File: src/rtl/prog_counter_pkg.sv
// Shared enums for the programmable counter: count mode and count direction.
package prog_counter_pkg;

   typedef enum logic {
      MODE_WRAP = 1'b0,
      MODE_SAT  = 1'b1
   } mode_e;

   typedef enum logic {
      DIR_DOWN = 1'b0,
      DIR_UP   = 1'b1
   } dir_e;

endpackage

File: src/rtl/prog_counter_tick_gen.sv
// Prescaler: counts enabled cycles and issues a tick on the edge where it
// reaches (or already exceeds) the programmed period, then restarts from 0.
module tick_gen #(
   parameter int PRESC_BITS = 4
) (
   input  logic                  clock_i,
   input  logic                  resetb_i,
   input  logic                  enable_i,
   input  logic                  restart_i,
   input  logic [PRESC_BITS-1:0] period_i,
   output logic                  tick_o
);

   logic [PRESC_BITS-1:0] presc_cnt;
   logic                  at_period;

   // >= so that lowering period_i below the current count still ticks next cycle
   assign at_period = (presc_cnt >= period_i);
   assign tick_o    = enable_i & ~restart_i & at_period;

   always_ff @(posedge clock_i or negedge resetb_i) begin
      if (!resetb_i) begin
         presc_cnt <= '0;
      end else if (restart_i) begin
         presc_cnt <= '0;
      end else if (enable_i) begin
         if (at_period) begin
            presc_cnt <= '0;
         end else begin
            presc_cnt <= presc_cnt + 1'b1;
         end
      end
   end

endmodule

File: src/rtl/prog_counter.sv
// Programmable up/down counter with prescaler, wrap/saturate modes,
// terminal-count pulse and sticky overflow flag.
module prog_counter
   import prog_counter_pkg::*;
#(
   parameter int NB_BITS    = 4,
   parameter int PRESC_BITS = 4
) (
   input  logic                  clock_i,
   input  logic                  resetb_i,
   input  logic                  enable_i,
   input  logic                  clear_i,
   input  logic                  load_i,
   input  logic [NB_BITS-1:0]    load_val_i,
   input  logic                  dir_i,
   input  logic                  mode_i,
   input  logic [NB_BITS-1:0]    max_i,
   input  logic [PRESC_BITS-1:0] presc_i,
   input  logic                  ovf_clr_i,
   output logic [NB_BITS-1:0]    count_o,
   output logic                  tc_o,
   output logic                  ovf_o
);

   logic               restart;
   logic               step;
   logic               term;
   logic [NB_BITS-1:0] next_count;

   // Returns {terminal, next count} for one step from cnt.
   function automatic logic [NB_BITS:0] step_count(
      input logic [NB_BITS-1:0] cnt,
      input logic [NB_BITS-1:0] max,
      input dir_e               dir,
      input mode_e              mode
   );
      logic               t;
      logic [NB_BITS-1:0] n;
      t = 1'b0;
      n = cnt;
      if (dir == DIR_UP) begin
         if (cnt < max) begin
            n = cnt + 1'b1;
         end else begin
            t = 1'b1;
            n = (mode == MODE_SAT) ? max : '0;
         end
      end else begin
         if (cnt != '0) begin
            n = cnt - 1'b1;
         end else begin
            t = 1'b1;
            n = (mode == MODE_SAT) ? '0 : max;
         end
      end
      return {t, n};
   endfunction

   // Clear and load both restart the prescaler and suppress the step.
   assign restart = clear_i | load_i;

   tick_gen #(
      .PRESC_BITS (PRESC_BITS)
   ) u_tick_gen (
      .clock_i   (clock_i),
      .resetb_i  (resetb_i),
      .enable_i  (enable_i),
      .restart_i (restart),
      .period_i  (presc_i),
      .tick_o    (step)
   );

   always_comb begin
      {term, next_count} = step_count(count_o, max_i, dir_e'(dir_i), mode_e'(mode_i));
   end

   always_ff @(posedge clock_i or negedge resetb_i) begin
      if (!resetb_i) begin
         count_o <= '0;
         tc_o    <= 1'b0;
         ovf_o   <= 1'b0;
      end else begin
         if (clear_i) begin
            count_o <= '0;
         end else if (load_i) begin
            count_o <= load_val_i;
         end else if (step) begin
            count_o <= next_count;
         end
         tc_o <= step & term;
         // A terminal event outranks a simultaneous flag clear
         if (step && term) begin
            ovf_o <= 1'b1;
         end else if (ovf_clr_i) begin
            ovf_o <= 1'b0;
         end
      end
   end

endmodule

File: config.mk
export PLATFORM = sky130hd
export DESIGN_NAME = prog_counter
export DESIGN_NICKNAME = d
export VERILOG_FILES = /design/src/rtl/prog_counter_pkg.sv /design/src/rtl/prog_counter_tick_gen.sv /design/src/rtl/prog_counter.sv
export SDC_FILE = /design/constraint.sdc
export NUM_CORES = 1
export LEC_CHECK = 0
export CORE_ASPECT_RATIO = 0.9
export CORE_MARGIN = 8
export CORE_UTILIZATION = 45
export CTS_CLUSTER_SIZE = 12
export DETAILED_ROUTE_END_ITERATION = 8
export GPL_TIMING_DRIVEN = 0
export PLACE_DENSITY = 0.81
export SYNTH_ARGS = -nofsm -noshare
export SYNTH_HDL_FRONTEND = slang
export SYNTH_SLANG_ARGS = --single-unit
File: constraint.sdc
create_clock -name clock_i -period 2.1 [get_ports clock_i]
set_clock_uncertainty 0.15 [all_clocks]
set_input_delay 0.42 -clock clock_i [delete_from_list [all_inputs] [get_ports clock_i]]
set_output_delay 0.42 -clock clock_i [all_outputs]
set_load 0.03 [all_outputs]
Word level (Yosys, flattened, before mapping)
Index checks and enable logic that the tools add are counted.

Logic and storage cells: 35. Output and inout port bits: 6. Register bits after elaboration: 10. Bits of input ports: 20.

Bitwise logic cells: 5. Reductions and logical operators: 5. Mux-type cells: 16. Add/subtract/negate cells: 3. $lt $le $gt $ge: 2.

Operators with widths (number): 4-bit two-way mux (11); 4-bit by 1-bit adder with 4-bit output, second input constant (2); 1-bit two-way mux (5); 4-bit >= comparator (1); 4-bit < comparator (1); 2-bit nonzero test (2); 4-bit nonzero test (1); 4-bit by 1-bit subtractor with 4-bit output, second input constant (1); 1-bit AND (3); 3-bit nonzero test (1); 1-bit logical AND (1); 1-bit NOT (1); 1-bit bitwise OR (1).

Logic depth before layout (Yosys ltp)
Depth in word-level cells: 7. Gate-level depth with buffers: 7. Depth with buffers taken out: 7.

Cells and area by module
From an unflattened synthesis, not the netlist that was laid out.

Cells, all modules: 114. Area, all modules: 963.4 um2.

By module, submodules not included: prog_counter (times used 1, sequential area each 150.1 um2, cells an instance 79, area an instance 620.6 um2); tick_gen (times used 1, sequential area each 100.1 um2, cells an instance 35, area an instance 342.8 um2).

Worst setup path before layout
Ideal clock, no wire load.

Kind: register to register. Start: reg count_o[1]. End: reg count_o[1]. Required time: 1.855 ns. Setup time: 0.095 ns. Cell stages (with the launch flop): 6. Clock period less this slack: 1.931 ns. Path buffers: 0. Data arrival time: 1.686 ns. Slack: 0.169 ns. Cell sequence: dfrtp_1 ha_1 a2111oi_4 nor2_2 mux2i_1 o31ai_1.

Cells in the longest elaborated chain, start to end: 6. Elaborated cells between the ends (all ways): 10.

Ends and longest elaborated chain: start, declared (RTL line prog_counter.sv:20) `output logic [NB_BITS-1:0] count_o,`; start signal, assigned (RTL line prog_counter.sv:86) `count_o <= load_val_i;`; start signal, assigned (RTL line prog_counter.sv:88) `count_o <= next_count;`; 4-bit by 1-bit subtractor with 4-bit output (tied with other cells) (RTL line prog_counter.sv:50) `n = cnt - 1'b1;`; 4-bit two-way mux (on tied branches) (RTL line prog_counter.sv:49, prog_counter.sv:42); 4-bit two-way mux (*) (RTL line prog_counter.sv:41) `if (dir == DIR_UP) begin`; 4-bit two-way mux (*) (RTL line prog_counter.sv:87) `end else if (step) begin`; 4-bit two-way mux (*) (RTL line prog_counter.sv:85) `end else if (load_i) begin`; 4-bit two-way mux (*) (RTL line prog_counter.sv:83) `if (clear_i) begin`.

Mark *: on every way between the ends. The rest lies on a longest branch, timed or not. The select of a mux whose other input is x is not followed. A chain may end at the register's enable or synchronous reset.

Final worst setup path
Start: in max_i[3]. End: reg count_o[3].

Cells in the longest elaborated chain, start to end: 6. Elaborated cells between the ends (all ways): 9.

Ends and longest elaborated chain: start, declared (RTL line prog_counter.sv:17) `input logic [NB_BITS-1:0] max_i,`; 4-bit < comparator (tied with other cells) (RTL line prog_counter.sv:42) `if (cnt < max) begin`; 4-bit two-way mux (on tied branches) (RTL line prog_counter.sv:42, prog_counter.sv:49); 4-bit two-way mux (*) (RTL line prog_counter.sv:41); 4-bit two-way mux (*) (RTL line prog_counter.sv:87); 4-bit two-way mux (*) (RTL line prog_counter.sv:85); 4-bit two-way mux (*) (RTL line prog_counter.sv:83).

Marked as above.

==> results.py <==
metrics = {
    "cells_and_area": {
        "drive_gt1_frac": 0.173,
        "multiInputGateArea_um2": 722,
        "mostFrequentLayoutCell": "clkdlybuf4s50_1",
        "final_cell_mix": "clkdlybuf4s50_1, inv_1, o21ai_0",
        "area_growth_pct": 46.5,
        "fin_nets": 171,
        "ff_latch_area_um2": 250,
        "fillers": 140,
        "final_core_util": 0.700,
        "diodes": 0,
        "fin_area_mm2": 0.00135,
    },
    "run": {
        "max_cap_viol_count": 0,
    },
    "run_status": {
        "status": "finished with violations",
        "violations": "setup timing",
    },
    "worst_hold_path": {
        "worst_hold_path_type": "primary input to asynchronous set/reset pin",
    },
    "floorplanning": {
        "dieHeight_um": 59.0,
        "core_mm2": 0.00193,
        "die_area_mm2": 0.00376,
        "start_util": 0.478,
        "num_rows": 15,
        "die_w_um": 63.8,
        "ios": 26,
    },
    "global_routing": {
        "grt_first_pass_wirelength_um": 4130,
        "grt-ovfl-total": 0,
        "grt_antenna_before_repair": 0,
        "grtUsageTotal": 0.137,
        "grt_max_degree": 11,
        "grt_pass1_vias": 934,
    },
    "timing": {
        "tightest_slew_ns": 0.520,
        "min_period_over_period": 1.00,
        "fmax_ghz": 0.475,
        "setup_ws_ns": -0.00622,
        "maxSlewHeadroom": 0.651,
        "fin_tns_setup_ns": -0.00622,
        "whs_ns": 0.307,
        "slew_violations": 0,
        "post-route-min-period_ns": 2.11,
        "rsz0062_at_grt": "yes",
        "finalHoldViolations": 0,
        "setup_viol": 1,
    },
    "worst_setup_path": {
        "crit_path_end_kind": "register",
        "cp.arrival_ns": 2.12,
        "crit_type": "primary input to register",
        "start_kind": "primary input",
        "cp_max_fo": 4,
        "cp.required_ns": 2.12,
    },
    "routing": {
        "routed_via_density": 5.55,
        "vias": 910,
        "ant_nets": 0,
        "totalWireLength_um": 2610,
        "dr.pass1.iters": 4,
        "drcViolationCount": 0,
        "wire_per_inst_um": 15.9,
        "drtIter0Drc": 18,
    },
    "placed_design": {
        "pre_cts_slack_ns": -0.511,
        "placed_cell_area_mm2": 0.00120,
        "hpwl_um": 1930,
        "gp_congestion": 0.860,
        "port_buffers": 25,
    },
    "synthesis": {
        "synth_area_leaders": "dfrtp_1, ha_1, o21ai_0",
        "synth-simple-area-share": 0.175,
        "synth_top_area_share": 0.271,
        "syn_area_per_cell_um2": 8.39,
        "synth.area.mux_share": 0.0434,
        "synth_cells": 110,
        "synthAdderAreaFrac": 0.136,
        "synth.largest_area_cell": "dfrtp_1",
        "yosys_warnings": 0,
        "ys_ff_latch": 10,
        "synth_top_family_by_area": "compound AO/OA/AOI/OAI gates",
        "synth_compound_area_frac": 0.278,
        "yosysSeqAreaShare": 0.271,
        "synth.cell_area_um2": 923,
        "synthXorXnorAreaFrac": 0.0285,
        "syn-num-nets": 140,
        "yosysUniqueCellTypes": 32,
    },
    "cts": {
        "cts_buffers": 3,
        "cts_tree": "yes",
        "clk_path_buf_depth": 2,
        "clock_latency_ns": 0.26,
        "clock-sinks": 10,
        "htree_num_levels": 1,
        "root_buffer": "clkbuf_4",
        "cts.clk_slew.worst_paths_ns": 0.06,
    },
    "power_and_ir_drop": {
        "vdd_drop_max_v": 0.000374,
        "powerDensity_mw_per_mm2": 418,
        "leakagePower_uw": 0.000600,
    },
}
-- state kept, by name (all words and copies together), names as in the netlist --
signal                count
count_o                   4
ovf_o                     1
tc_o                      1
u_tick_gen.presc_cnt      4
-- per-layer routing --
layer  vias up  global-route usage  wire length (µm)
li1        453                   -                 -
met5         -                   0                 0
met2        26               0.224              1260
met1       425               0.156              1100
met4         0              0.0540                38
met3         6              0.0548               208
-- final cells by class --
class                           count  share of cell area
Clock buffer                        3              0.0167
Buffer                              2             0.00555
Timing Repair Buffer               26               0.194
Inverter                           15              0.0416
Sequential cell                    10               0.185
Multi-Input combinational cell     83               0.534
Tap cell                           25              0.0231
-- where the power goes --
part,internal (µW),switching [µW]
Combinational,108,117
Clock,66.1,62.3
Sequential,199,12.9
-- stage by stage --
step	instances	power [µW]
2_1_floorplan	110	326
3_3_place_gp	160	399
3_5_place_dp	160	405
4_1_cts	164	547
5_1_grt	164	601
6_report	164	565
-- cells in the mapped netlist --
cell / instances
inv_1: 15
o21ai_0: 14
dfrtp_1: 10
ha_1: 10
nand2_1: 9
a22oi_1: 4
mux2i_1: 4
nor2_1: 4
a21oi_1: 3
nand2b_1: 3
nand3_1: 3
nor2b_1: 3
nor3_1: 3
xor2_1: 3
a311oi_1: 2
clkbuf_1: 2
o21a_1: 2
o31ai_1: 2
a2111oi_4: 1
a211oi_1: 1
a21o_1: 1
a31o_2: 1
nand2b_4: 1
nand4_1: 1
nor2_2: 1
nor3b_2: 1
o21ai_1: 1
o22ai_1: 1
o311a_1: 1
o31a_1: 1
o31ai_2: 1
or3_1: 1
-- cell families (layout without fill, tap and decap cells) --
| family | count (synthesis) | count (layout) |
|---|---|---|
| AO/OA/AOI/OAI | 36 | 36 |
| XOR/XNOR | 3 | 3 |
| adder cells (fa/ha/maj) | 10 | 10 |
| buffers and inverters | 17 | 46 |
| flip-flops | 10 | 10 |
| multiplexers | 4 | 4 |
| AND/OR/NAND/NOR | 30 | 30 |
-- worst paths after layout --
| path | startpoint | end | slack, ns | cells after the start |
|---|---|---|---|---|
| max reg2reg | count_o[1] | count_o[3] | 0.08 | 5 |
| min reg2reg | u_tick_gen.presc_cnt[3] | u_tick_gen.presc_cnt[3] | 0.39 | 2 |
| min | resetb_i | u_tick_gen.presc_cnt[3] | 0.31 | 1 |
| max in group asynchronous | resetb_i | count_o[1] | 1.19 | 1 |
| min in group clock_i | u_tick_gen.presc_cnt[3] | u_tick_gen.presc_cnt[3] | 0.39 | 2 |
| max | max_i[3] | count_o[3] | -0.006 | 7 |
-- critical path: stages --
cell and delay (ns):
clkdlybuf4s50_1 0.45, inv_1 0.07, ha_2 0.23, a2111oi_4 0.41, nor2_4 0.09, mux2i_1 0.17, o31ai_4 0.28
-- what timing repair did --
action,in CTS,in global routing
resized for setup,13,14
endpoints found under the setup margin,7,9
hold buffers,0,0
pin swaps,4,10
setup buffers,1,0
endpoints found under the hold margin,0,0
(Power assumes the default switching activity.)
